File: src/rtl/alu_pkg.sv
// Shared types for the operand-bank front end: button conditioner state and
// the default debounce length.
package alu_pkg;

  typedef enum logic [1:0] {
    IDLE        = 2'd0,
    ARM_PRESS   = 2'd1,
    HELD        = 2'd2,
    ARM_RELEASE = 2'd3
  } btn_state_t;

  localparam int DEBOUNCE_CYCLES_DEFAULT = 1_000_000;

endpackage

File: src/rtl/sync_2ff.sv
// Two-flop synchroniser for asynchronous inputs (button and switches).
// The stage-1 flop is used only by the stage-2 flop.
module sync_2ff #(
  parameter int W = 1
) (
  input  logic         clk,
  input  logic         rst,
  input  logic [W-1:0] d_i,
  output logic [W-1:0] q_o
);

  logic [W-1:0] s1_q;
  logic [W-1:0] s2_q;

  always_ff @(posedge clk or negedge rst) begin
    if (!rst) begin
      s1_q <= '0;
      s2_q <= '0;
    end else begin
      s1_q <= d_i;
      s2_q <= s1_q;
    end
  end

  assign q_o = s2_q;

endmodule

File: src/rtl/btn_load_conditioner.sv
// Turns the raw push-button into a debounced level and a single-cycle load
// strobe per accepted press, plus a wrapping press counter for debug LEDs.
module btn_load_conditioner
  import alu_pkg::*;
#(
  parameter int DEBOUNCE_CYCLES = DEBOUNCE_CYCLES_DEFAULT,
  parameter int CNT_W           = 20
) (
  input  logic       clk,
  input  logic       rst,
  input  logic       btn_raw,
  output logic       load_pulse,
  output logic       btn_level,
  output logic       busy,
  output logic [7:0] press_cnt,
  output btn_state_t dbg_state
);

  localparam logic [CNT_W-1:0] CNT_LAST = CNT_W'(DEBOUNCE_CYCLES - 1);
  localparam logic [CNT_W-1:0] CNT_ONE  = CNT_W'(1);

  if (DEBOUNCE_CYCLES < 2 || DEBOUNCE_CYCLES > (2 ** CNT_W) - 1) begin : g_param_check
    $error("btn_load_conditioner: DEBOUNCE_CYCLES out of range for CNT_W");
  end

  logic             btn_s2;
  btn_state_t       state_q;
  logic [CNT_W-1:0] cnt_q;
  logic [CNT_W-1:0] cnt_d;
  logic             load_pulse_q;
  logic             btn_level_q;
  logic [7:0]       press_cnt_q;

  sync_2ff #(.W(1)) u_sync (
    .clk (clk),
    .rst (rst),
    .d_i (btn_raw),
    .q_o (btn_s2)
  );

  assign cnt_d = cnt_q + CNT_ONE;

  // Counter only runs in the ARM states and is cleared on every exit from them,
  // so it tops out at DEBOUNCE_CYCLES-1.
  always_ff @(posedge clk or negedge rst) begin
    if (!rst) begin
      state_q      <= IDLE;
      cnt_q        <= '0;
      load_pulse_q <= 1'b0;
      btn_level_q  <= 1'b0;
      press_cnt_q  <= 8'd0;
    end else begin
      load_pulse_q <= 1'b0;
      case (state_q)
        IDLE: begin
          if (btn_s2) begin
            state_q <= ARM_PRESS;
            cnt_q   <= CNT_ONE;
          end
        end
        ARM_PRESS: begin
          if (!btn_s2) begin
            state_q <= IDLE;
            cnt_q   <= '0;
          end else if (cnt_q == CNT_LAST) begin
            state_q      <= HELD;
            cnt_q        <= '0;
            btn_level_q  <= 1'b1;
            load_pulse_q <= 1'b1;
            press_cnt_q  <= press_cnt_q + 8'd1;
          end else begin
            cnt_q <= cnt_d;
          end
        end
        HELD: begin
          if (!btn_s2) begin
            state_q <= ARM_RELEASE;
            cnt_q   <= CNT_ONE;
          end
        end
        ARM_RELEASE: begin
          if (btn_s2) begin
            state_q <= HELD;
            cnt_q   <= '0;
          end else if (cnt_q == CNT_LAST) begin
            state_q     <= IDLE;
            cnt_q       <= '0;
            btn_level_q <= 1'b0;
          end else begin
            cnt_q <= cnt_d;
          end
        end
        default: begin
          state_q <= IDLE;
          cnt_q   <= '0;
        end
      endcase
    end
  end

  assign load_pulse = load_pulse_q;
  assign btn_level  = btn_level_q;
  assign press_cnt  = press_cnt_q;
  assign busy       = (state_q == ARM_PRESS) || (state_q == ARM_RELEASE);
  assign dbg_state  = state_q;

endmodule

File: config.mk
export PLATFORM = sky130hd
export DESIGN_NAME = btn_load_conditioner
export DESIGN_NICKNAME = d
export VERILOG_FILES = /design/src/rtl/alu_pkg.sv /design/src/rtl/sync_2ff.sv /design/src/rtl/btn_load_conditioner.sv
export SDC_FILE = /design/constraint.sdc
export NUM_CORES = 1
export LEC_CHECK = 0
export CORE_MARGIN = 2
export CORE_UTILIZATION = 25
export DETAILED_ROUTE_END_ITERATION = 7
export PLACE_DENSITY = 0.44
export SYNTH_ARGS = -nofsm -noshare
export SYNTH_HDL_FRONTEND = slang
export SYNTH_SLANG_ARGS = --single-unit
export TNS_END_PERCENT = 20
File: constraint.sdc
create_clock -name clk -period 2.25 [get_ports clk]
set_input_delay 0.45 -clock clk [delete_from_list [all_inputs] [get_ports clk]]
set_output_delay 0.45 -clock clk [all_outputs]
set_load 0.01 [all_outputs]
==> metrics.csv <==
metric;value;unit
share of layout cells above drive strength 1;14.1;%
final worst path period share;92.8;%
Core Util, Final;31.6;%
Worst Tran Pin Value;0.802;ns
Syn Inst Count;172;
ANT nets after route;0;
Max FO, Critical Path;6;
Final Worst Setup Slack;0.163;ns
Area Overhead vs Synth;24.1;%
die area;7510;µm²
DR vias;1348;
setup TNS;0;ns
CTS tree;yes;
clk sinks;34;
IO buf count;15;
crit end category;register;
Setup CP Type;reg -> reg;
# nets final;202;
type of origin of the critical path;register;
wire per inst;13.9;µm
Final setup viols;0;
Total GRT Usage;11.6;%
min-delay worst type;in -> async;
pre-CTS WS;0.128;ns
Starting Density;25.4;%
Final Critical Period;2.09;ns
H-tree Lvls;2;
GRT overflow;0;
CTS Buf Count;5;
clk buf depth;2;
Worst EP required;2.42;ns
Setup Skew;0.0101;ns
sequential area share after synthesis;49.8;%
syn nets;177;
insertion delay to the later sink of the worst-skew pair;0.28;ns
worst IR drop on VDD;0.209;mV
die height;86.7;µm
DRT iter0 DRCs;40;
number of synthesized flops with an enable pin;0;
share of the synthesized area in the top cell type;49.8;%
Reg2Reg Launch Point;cnt_q[13];
initial antenna violation count;0;
count of cell types in the netlist;42;
Routed WL;3850;µm
r2r setup slk;0.16;ns
P_leak;0.887;nW
RSZ-0062 raised after global routing;no;
Seq cells post-synth;34;
Die W;86.7;µm
top cell type by total area after synthesis;dfrtp_1;
Clock Root Buffer;clkbuf_8;
Max Slew Vio Count;0;
Detail Placement HPWL;2680;µm
cts hold-fix bufs;0;
run status;completed;
top-count cell post-synth;dfrtp_1;
worst hold margin;0.255;ns
Power per Cell Area;624;nW/µm²
Worst Path Arrival;2.26;ns
reg2reg path depth;6;
core area;6720;µm²
end of the worst register-to-register path;press_cnt[4];
global placer's final weighted congestion;0.756;
Slew HR;46.5;%
final hold vios;0;
vias per cell;4.85;
Async SR Flop Fraction;100;%
main flop type after synthesis;dfrtp_1;
Setup crit start;cnt_q[13];
TritonRoute pass-1 iters;4;
Site Rows;30;
Mapped Area;1710;µm²
Syn Area/Cell;9.94;µm²
# IOs;16;
Tot Pwr;1.32;mW
vias in the first global route;1329;
DRC viols;0;
global-route wire length before repair;6720;µm
clock-pin slew on the worst setup and hold paths;0.08;ns
largest net degree at the start of global routing;35;
synth cell count leaders;dfrtp_1, nand3_1, nor2_1, nand2_1;
MaxCap Viol Count;0;
antenna cell count;0;
synth warn;0;
fmax;479;MHz
ranking of synthesized cells by area;dfrtp_1, xnor2_1, nand3_1;
==> worst max-delay path by stage <==
stage                   end
3_3_place_gp      cnt_q[11]
3_5_place_dp   press_cnt[4]
6_report       press_cnt[4]
2_1_floorplan  press_cnt[1]
5_1_grt        press_cnt[4]
4_1_cts        press_cnt[4]
==> registers in the layout, indices dropped and copies added (netlist names), named ones only <==
register and cells:
cnt_q 20, u_sync.q_o 1, u_sync.s1_q 1, press_cnt 8, dbg_state 1, load_pulse 1
btn_level 1
==> timing repair <==
| action | 4_1_cts | 5_1_grt |
|---|---|---|
| setup endpoints to repair | 0 | 10 |
| buffers inserted | 0 | 0 |
| gates resized for setup | 0 | 1 |
==> cells by family after synthesis <==
kind of cell / after synthesis / share of synthesized area (%)
fa+ha+maj: 2 / 1.46
xor+xnor: 13 / 6.66
buf+inv: 13 / 3.29
mux: 5 / 3.07
compound gates: 30 / 10.8
flops: 34 / 49.8
simple gates: 75 / 25.0
==> critical path, cell delays in order, from the launching register on <==
cell and delay, ns:
dfrtp_1 0.40, or3b_2 0.51, nor4_4 0.34, and4_1 0.30, buf_4 0.17, nand4_1 0.12
xnor2_1 0.14
==> placed cells by master (no fill, tap or decap), drive strengths merged <==
cell	netlist	routed
dfrtp	34	34
nand3	17	17
clkdlybuf4s50	0	14
nor2	13	13
buf	4	13
nand2	12	12
a21oi	12	12
xnor2	11	11
a31oi	6	6
nor3	5	5
clkbuf	5	5
o21ai	5	5
inv	4	4
and4	4	4
nand4	4	4
nand2b	4	4
nor4	4	4
mux2i	3	3
nor4b	2	2
xor2	2	2
a41oi	2	2
a22o	2	2
ha	2	2
clkinv	0	2
or4	2	2
mux2	2	2
or3b	1	1
nor2b	1	1
nand3b	1	1
or2	1	1
or3	1	1
and3	1	1
a21o	1	1
and2	1	1
o211ai	1	1
nor3b	1	1
o21bai	1	1
bufinv	0	1
==> per-layer routing <==
metal,global-route usage [%],up-vias,routed length (µm)
li1,-,667,-
met1,15.9,643,1910
met2,17.6,34,1730
met3,2.57,4,154
met4,4.69,0,59
met5,0,-,0
==> per-stage QoR <==
| stage | cell area [µm²] | std cells |
|---|---|---|
| 2_1_floorplan | 1710 | 172 |
| 3_3_place_gp | 2000 | 270 |
| 3_5_place_dp | 2000 | 270 |
| 4_1_cts | 2110 | 278 |
| 5_1_grt | 2120 | 278 |
| 6_report | 2120 | 278 |
==> power breakdown <==
part           total (mW)  switching, mW  internal [mW]
logic              0.0969         0.0545         0.0424
registers           0.671         0.0339          0.637
clock network       0.555          0.229          0.326
==> final cells by class <==
cell class,count,area (µm²)
Clock buffer,5,68.8
Sequential cell,34,851
Inverter,4,15.0
Clock inverter,3,40.0
Fill cell,692,4600
Multi-Input combinational cell,125,811
Tap cell,80,100
Timing Repair Buffer,27,235
Note: power is estimated with default switching activity, not from simulation.
